[src/rtl/serial_msb_transmitter_pkg.sv]
// Shared definitions for the MSB-first serial transmitter and its residue tracker.
package serial_msb_transmitter_pkg;

  // Transmitter state encodings
  localparam logic [1:0] ST_IDLE  = 2'd0;
  localparam logic [1:0] ST_SHIFT = 2'd1;
  localparam logic [1:0] ST_GAP   = 2'd2;

  // Width of a residue modulo 'modulus'
  function automatic int calc_rw(input int modulus);
    return $clog2(modulus);
  endfunction

  // Fold one more MSB-first bit into residue r: (2r + b) mod modulus.
  // With r < modulus, 2r + b < 2*modulus, so one conditional subtract is enough.
  function automatic logic [31:0] mod_step(input logic [31:0] r, input logic b,
                                           input logic [31:0] modulus);
    logic [31:0] t;
    t = {r[30:0], 1'b0} + {31'd0, b};
    return (t >= modulus) ? (t - modulus) : t;
  endfunction

endpackage

[src/rtl/serial_msb_transmitter_residue_tracker.sv]
// Running residue of an MSB-first bit stream modulo MOD, with a registered zero flag.
module residue_tracker
  import serial_msb_transmitter_pkg::*;
#(
  parameter int MOD = 3,
  localparam int RW = calc_rw(MOD)
) (
  input  logic          clk,
  input  logic          reset,
  input  logic          en,
  input  logic          first,
  input  logic          bit_in,
  input  logic          clr,
  output logic [RW-1:0] res,
  output logic          is_zero
);

  logic [RW-1:0] res_q;
  logic [RW-1:0] res_d;
  logic          is_zero_q;
  logic          is_zero_d;
  logic [31:0]   step_s;

  // Next residue: clear wins, the first bit restarts from 0, otherwise hold
  always_comb begin
    step_s    = mod_step(first ? 32'd0 : 32'(res_q), bit_in, 32'(MOD));
    res_d     = res_q;
    is_zero_d = is_zero_q;
    if (clr) begin
      res_d     = '0;
      is_zero_d = 1'b0;
    end else if (en) begin
      res_d     = RW'(step_s);
      is_zero_d = (step_s == 32'd0);
    end else begin
      res_d     = res_q;
      is_zero_d = is_zero_q;
    end
  end

  // Residue and flag registers; the flag resets low even though the residue is 0
  always_ff @(posedge clk or posedge reset) begin
    if (reset) begin
      res_q     <= '0;
      is_zero_q <= 1'b0;
    end else begin
      res_q     <= res_d;
      is_zero_q <= is_zero_d;
    end
  end

  assign res     = res_q;
  assign is_zero = is_zero_q;

endmodule

[src/rtl/serial_msb_transmitter.sv]
// Parallel-to-serial MSB-first transmitter with framing strobes and an
// expected-divisibility flag aligned to a checker's registered output.
module serial_msb_transmitter
  import serial_msb_transmitter_pkg::*;
#(
  parameter int WIDTH = 8,
  parameter int MOD   = 3,
  parameter int GAP   = 1,
  localparam int RW   = calc_rw(MOD)
) (
  input  logic             clk,
  input  logic             reset,
  input  logic             load_valid,
  output logic             load_ready,
  input  logic [WIDTH-1:0] load_data,
  input  logic             abort,
  output logic             out,
  output logic             bit_valid,
  output logic             sof,
  output logic             eof,
  output logic             busy,
  output logic [RW-1:0]    exp_res,
  output logic             exp_div
);

  localparam int            CW       = $clog2(WIDTH);
  localparam logic [CW-1:0] CNT_LAST = CW'(WIDTH - 1);
  localparam int            GW       = (GAP > 1) ? $clog2(GAP) : 1;
  localparam logic [GW-1:0] GAP_LAST = GW'((GAP > 0) ? (GAP - 1) : 0);
  localparam logic          HANDOFF  = (GAP == 0) ? 1'b1 : 1'b0;

  logic [1:0]       state_q, state_d;
  logic [CW-1:0]    cnt_q, cnt_d;
  logic [GW-1:0]    gcnt_q, gcnt_d;
  logic [WIDTH-1:0] shreg_q, shreg_d;
  logic             load_fire_s;

  // State, bit counter, gap counter and shift register
  always_ff @(posedge clk or posedge reset) begin
    if (reset) begin
      state_q <= ST_IDLE;
      cnt_q   <= '0;
      gcnt_q  <= '0;
      shreg_q <= '0;
    end else begin
      state_q <= state_d;
      cnt_q   <= cnt_d;
      gcnt_q  <= gcnt_d;
      shreg_q <= shreg_d;
    end
  end

  // Next-state: load on handshake, shift WIDTH bits, optional gap, abort to IDLE
  always_comb begin
    state_d     = state_q;
    cnt_d       = cnt_q;
    gcnt_d      = gcnt_q;
    shreg_d     = shreg_q;
    load_fire_s = load_valid & load_ready;
    case (state_q)
      ST_IDLE: begin
        if (load_fire_s) begin
          shreg_d = load_data;
          cnt_d   = '0;
          state_d = ST_SHIFT;
        end else begin
          state_d = ST_IDLE;
        end
      end
      ST_SHIFT: begin
        if (abort) begin
          cnt_d   = '0;
          state_d = ST_IDLE;
        end else if (cnt_q == CNT_LAST) begin
          if (load_fire_s) begin
            // Back-to-back handoff: next word's sof follows this eof directly
            shreg_d = load_data;
            cnt_d   = '0;
            state_d = ST_SHIFT;
          end else if (GAP > 0) begin
            gcnt_d  = '0;
            state_d = ST_GAP;
          end else begin
            state_d = ST_IDLE;
          end
        end else begin
          shreg_d = {shreg_q[WIDTH-2:0], 1'b0};
          cnt_d   = cnt_q + CW'(1);
        end
      end
      ST_GAP: begin
        if (gcnt_q == GAP_LAST) begin
          state_d = ST_IDLE;
        end else begin
          gcnt_d = gcnt_q + GW'(1);
        end
      end
      default: begin
        state_d = ST_IDLE;
      end
    endcase
  end

  // Outputs decoded from registered state; abort in the eof cycle refuses the handoff
  always_comb begin
    bit_valid  = (state_q == ST_SHIFT);
    out        = bit_valid & shreg_q[WIDTH-1];
    sof        = bit_valid & (cnt_q == '0);
    eof        = bit_valid & (cnt_q == CNT_LAST);
    busy       = (state_q != ST_IDLE);
    load_ready = (state_q == ST_IDLE) | (HANDOFF & eof & ~abort);
  end

  residue_tracker #(.MOD(MOD)) u_residue (
    .clk     (clk),
    .reset   (reset),
    .en      (bit_valid),
    .first   (sof),
    .bit_in  (out),
    .clr     (bit_valid & abort),
    .res     (exp_res),
    .is_zero (exp_div)
  );

endmodule

[config.mk]
export PLATFORM = sky130hd
export DESIGN_NAME = serial_msb_transmitter
export DESIGN_NICKNAME = d
export VERILOG_FILES = /design/src/rtl/serial_msb_transmitter_pkg.sv /design/src/rtl/serial_msb_transmitter_residue_tracker.sv /design/src/rtl/serial_msb_transmitter.sv
export SDC_FILE = /design/constraint.sdc
export NUM_CORES = 1
export LEC_CHECK = 0
export ABC_AREA = 1
export CAP_MARGIN = 20
export CORE_UTILIZATION = 48
export DETAILED_ROUTE_END_ITERATION = 10
export HOLD_SLACK_MARGIN = 0.08
export PLACE_DENSITY_LB_ADDON = 0.15
export SYNTH_ARGS = -nofsm -noshare
export SYNTH_HDL_FRONTEND = slang
export SYNTH_SLANG_ARGS = --single-unit
[constraint.sdc]
create_clock -name clk -period 1.9 [get_ports clk]
set_input_delay 0.19 -clock clk [delete_from_list [all_inputs] [get_ports clk]]
set_output_delay 0.19 -clock clk [all_outputs]
set_load 0.02 [all_outputs]
==> results.cfg <==
[global_routing]
antenna_found_initial = 0
grt_pass1_wl_mm = 2.75
grtUsageTotal_pct = 18.8
grt_max_degree = 17
overflow = 0
grt_pass1_vias = 691

[power]
swShare_pct = 38.7
clkPwrFrac_pct = 15.0
p_int_uw = 725
power_frac_comb_pct = 43.0
vdd_drop_max_v = 0.000641
pwr-share-seq_pct = 42.0
cellLeakagePower_uw = 0.000594
switching_power_uw = 458
p_per_area_nw_per_um2 = 1000

[yosys]
ys_async_sr_fraction_pct = 100
ys.flop_type = dfrtp_1
syn-num-nets = 124
yosys.cell_count.top_type = nand2_1
synth.area.top_cells = dfrtp_1 (44%), nand2_1 (7.4%), inv_1 (6.1%)
synth_cell_types = 20
yosysTopAreaCell = dfrtp_1
synth_top_area_share_pct = 43.7
synth_common_cells = nand2_1 (18), dfrtp_1 (16), inv_1 (15)
synth_area_um2 = 916
syn_area_per_cell_um2 = 8.48
synth_edf_count = 0
ys_ff_latch = 16
yosys_warnings = 0
netlist_instances = 108
yosysSeqAreaShare_pct = 43.7

[timing]
rsz0062_at_grt = false
fin_crit_sh_pct = 94.6
finalMaxSlewViolations = 0
hold_viol_final = 0
max_slew.worst_pin.slew_ns = 0.601
fin_crit_ns = 1.80
tns_ns = 0
fmax_ghz = 0.556
max_slew_margin_pct = 59.9
setup_viol = 0
fin_worst_skew_ns = 0.00712

[setup_path]
required_ns = 1.71
worstPathArrival_ns = 1.61
startpoint_type = flop
path_class = reg2out
critPathCaptureType = output port
path_max_fanout = 7

[cells_and_area]
fill_cells = 171
utilization_pct = 66.9
drive_gt1_share_pct = 18.2
nets = 150
seq_area_um2 = 400
syn_to_final_growth_pct = 28.8
n_antenna_cell = 0
multi_input_area_um2 = 452

[floorplan]
die_area_um2 = 2090
core-area_um2 = 1760
ios = 21
fp.dieH_um = 45.7
die_w_um = 45.7
start_util_pct = 51.9
rows = 15

[route]
drt_iter0_drc = 7
ant_nets = 0
route.detailed.drc = 0
firstDrtPassIters = 4
drt-total-wl_mm = 1.66
avgViaCountPerCell = 5.01
wl_per_cell_um = 10.6
num_vias = 786

[hold_path]
hold_class = in2async

[clock_tree]
cts_sinks = 16
path_clk_slew_ns = 0.09
cts_tree = yes
cts_inserted_buffers = 3
clockRootBuffer = clkbuf_4
clockBufferDepth = 2
post-cts-setup-buffers = 0
clock_latency_ns = 0.29
h-tree-depth = 1

[job]
drv_cap = 0

[placed_design]
hpwl_mm = 1.29
port_buffers = 20
place_congestion = 0.689

[run_status]
status = complete, no violations
worst paths after layout:
path | start | endpoint | slack (ns) | cells past startpoint
max reg2reg | cnt_q[0]$_DFFE_PP0P_ | u_residue.is_zero$_DFFE_PP0P_ | 0.20 | 14
max | state_q[1]$_DFFE_PP0P_ | bit_valid | 0.10 | 4
max in group asynchronous | reset | u_residue.res[0]$_DFFE_PP0P_ | 1.24 | 2
min reg2reg | u_residue.is_zero$_DFFE_PP0P_ | u_residue.is_zero$_DFFE_PP0P_ | 0.49 | 2
min | reset | shreg_q[5]$_DFFE_PP0P_ | 0.26 | 2
min in group clk | load_data[0] | shreg_q[0]$_DFFE_PP0P_ | 0.47 | 3
worst max-delay path, stage by stage (launching register included):
cell and delay [ns]:
dfrtp_1 0.40, inv_1 0.11, nand2_4 0.12, inv_4 0.10
clkdlybuf4s50_1 0.60
sequential cells by signal, indices dropped and copies added (netlist names):
register           count
shreg_q                8
cnt_q                  3
state_q                2
u_residue.res          2
u_residue.is_zero      1
metal layers:
layer  part of all wire, %  vias up  global-route usage, %
met5                     0        -                      0
met2                    49       18                   30.9
met4                   2.4        0                   10.9
li1                      -      396                      -
met3                   3.3        5                   2.38
met1                    46      367                   23.6
area by class of cell:
class	instances	share of cell area, %
sequential	16	33.9
inverter	17	5.62
tap	25	2.65
clock buffer	3	1.91
timing repair buffer	21	17.6
multi-input combinational	75	38.3
layout by cell type (no fill, tap or decap), drive strengths merged:
cell,instances
a22oi,1
dfrtp,16
a21oi,2
ha,4
inv,17
dlymetal6s2s,1
dlygate4sd2,2
a31oi,6
clkdlybuf4s50,17
nand2,29
clkbuf,3
buf,1
nor2,14
or2,1
a32o,1
nand3,6
o21ai,11
stage by stage:
stage	worst slack (ns)	cell area (um2)	hold WS (ns)	cells	power [uW]
2_1_floorplan	0.299	916	0.104	108	847
3_3_place_gp	0.216	1150	0.469	154	1000
3_5_place_dp	0.153	1150	0.478	154	1020
4_1_cts	0.0677	1170	0.288	157	1190
5_1_grt	0.0348	1180	0.353	157	1270
6_report	0.103	1180	0.262	157	1180
power by group through the flow:
| stage | Sequential (uW) | Combinational (uW) | Clock [uW] |
|---|---|---|---|
| after floorplan | 518 | 329 | 0 |
| after detailed placement | 504 | 517 | 0 |
| after global placement | 499 | 506 | 0 |
| after global routing | 508 | 571 | 192 |
| final | 497 | 508 | 178 |
| after CTS | 497 | 515 | 182 |
repair_timing:
action,4_1_cts,5_1_grt
setup endpoints to repair,2,2
endpoints found under the hold margin,0,0
hold buffers,0,0
resized for setup,2,2
cell families after synthesis:
family	count (synthesis)	share of synthesized area [%]
AND/OR/NAND/NOR	50	28.8
adder cells (fa/ha/maj)	4	5.46
flip-flops	16	43.7
AO/OA/AOI/OAI	21	14.8
buffers and inverters	17	7.24
No activity file was read; power rests on OpenSTA's default activity.
==> RTL change: new RTL, config.mk and constraints unchanged <==
`res_q` no longer has a reset.
--- a/src/rtl/serial_msb_transmitter_residue_tracker.sv
+++ b/src/rtl/serial_msb_transmitter_residue_tracker.sv
@@ -42,10 +42,12 @@
   always_ff @(posedge clk or posedge reset) begin
     if (reset) begin
-      res_q     <= '0;
       is_zero_q <= 1'b0;
     end else begin
-      res_q     <= res_d;
       is_zero_q <= is_zero_d;
     end
+  end
+
+  always_ff @(posedge clk) begin
+    res_q <= res_d;
   end
 
Check against the original RTL: differs if reset is asserted again (counterexample within 4 cycles, from zero or initial values and one cycle with reset high); with reset held inactive, the same outputs for 10 cycles.
==> RTL change against the unedited design <==
Clock power increased by 8%. Worst setup slack got worse by 0.0068 ns. Global-route usage increased by 2.4 points. Core utilization decreased by 0.92 points. Die area decreased by 0.13%. Synthesized cell count increased by 7.4%. Area after synthesis decreased by 0.14%. Sequential cell count unchanged. Total power decreased by 0.90%. Wire length increased by 9.6%. Hold slack got worse by 0.038 ns. Cell area decreased by 1.4%. Critical path type unchanged. Largest cell class unchanged. Largest power group unchanged. Highest routed layer unchanged.
==> RTL change: results (changes against the unedited design) <==
CP startpoint cnt_q[0]; worst-margin pin slew 0.545 ns (-0.0566 ns); commonest cells in the netlist 21 x inv_1, 18 x nand2_1, 14 x dfrtp_1, 13 x a21oi_1; global-route wire length before repair 3130 um (+14%); fillcell total 178 (+4.1%); Placed Instances 160 (+3.9%); async set or reset register ratio after synthesis 87.5% (-13 points); gpl congestion 0.791 (+15%); R2R Setup Slk 0.16 ns (-0.04 ns); largest net degree at the start of global routing 15 (-2); Vias/cell 4.98 (-0.61%); Worst Skew 0.00996 ns (+0.00283 ns); Post-Layout Cell Count 164 (+4.5%); critical path peak fanout 5 (-2); DP HPWL 1440 um (+12%); syn_area_per_cell 7.88 um2 (-7.0%); Post-Place Setup Slack 0.0651 ns (-0.0880 ns); largest cells by area after synthesis dfrtp_1 38%, inv_1 8.6%, nand2_1 7.4%; Syn Nets 132 (+6.5%); Post-Synth Adder-Cell Area 5.47% (+0.0075 points); Lkg Pwr 0.000596 uW (+0.42%); post-CTS setup buffers 0 (unchanged); crit share post-route 95.0% (+0.36 points); Crit. End Element output pin; post-synthesis sequential area ratio 42.7% (-1.0 points); distinct cell type count after synthesis 21 (+5.0%); Global Route Usage Sum 21.2% (+2.4 points); Worst VDD drop 0.000666 V (+3.8%); WL per Instance 11.1 um (+5.0%); CP Capture Point eof; vias in the first global route 748 (+8.2%); status completed; fraction of layout cells with a size suffix above 1 13.7% (-4.5 points)
==> RTL change: cell count changes after synthesis, moves of 3 or more <==
cell and change:
inv_1 +6, a21oi_1 +12, nand2_2 -3, nor2_1 -6, or2_0 +4, a31oi_1 -5
==> RTL change: cell type report <==
cell class	instances	area, um2	area share [%]
clock buffers	4	26.3	2.26
inverters	22	82.6	7.10
flip-flops and latches	16	390	33.5
well taps	25	31.3	2.69
multi-input cells	75	422	36.2
repair buffers	22	211	18.2
==> RTL change: what timing repair did <==
action                                  in CTS  in global routing
endpoints found under the setup margin       3                  2
resized for setup                            4                  3
pin swaps                                    0                  1
hold endpoints to repair                     0                  0
==> RTL change: per-layer routing <==
layer | vias up | wire length (um) | track usage [%]
li1 | 418 | - | -
met4 | 0 | 23 | 7.27
met5 | - | 0 | 0
met3 | 4 | 84 | 3.97
met1 | 373 | 814 | 29.4
met2 | 21 | 897 | 32.9
==> RTL change: cells by family after synthesis <==
logic type,count (synthesis)
flip-flops,16
buffers and inverters,25
adder cells (fa/ha/maj),4
AND/OR/NAND/NOR,46
AO/OA/AOI/OAI,25
==> RTL change: worst min path at each step <==
stage	startpoint	end	slack, ns	cells past startpoint
2_1_floorplan	reset	cnt_q[0]	0.08	1
3_3_place_gp	u_residue.is_zero	u_residue.is_zero	0.47	2
3_5_place_dp	u_residue.is_zero	u_residue.is_zero	0.50	2
4_1_cts	reset	shreg_q[1]	0.25	2
5_1_grt	reset	shreg_q[6]	0.28	2
6_report	reset	shreg_q[1]	0.22	2
==> RTL change: report_power, final <==
| part | total (uW) | leakage (uW) | internal (uW) | switching [uW] |
|---|---|---|---|---|
| logic | 501 | 0.000393 | 208 | 294 |
| clock network | 193 | 0.0000150 | 81.8 | 111 |
| registers | 479 | 0.000189 | 432 | 46.6 |
==> RTL change: through the flow <==
step                hold slack, ns  power [uW]  TNS (ns)  instance area (um2)  util [%]
finish                       0.223        1170         0                 1160      66.0
global route                 0.278        1270  -0.00343                 1160      66.0
CTS                          0.245        1180         0                 1160      65.8
detailed placement           0.498         992         0                 1130      64.3
global placement             0.468         974         0                 1130      64.3
floorplan                   0.0792         820         0                  915         -
==> RTL change: critical path, cell delays in order (launching register included) <==
cell	delay [ns]
dfrtp_1	0.40
ha_1	0.21
ha_1	0.19
inv_1	0.14
nor2_1	0.07
dlygate4sd2_1	0.32
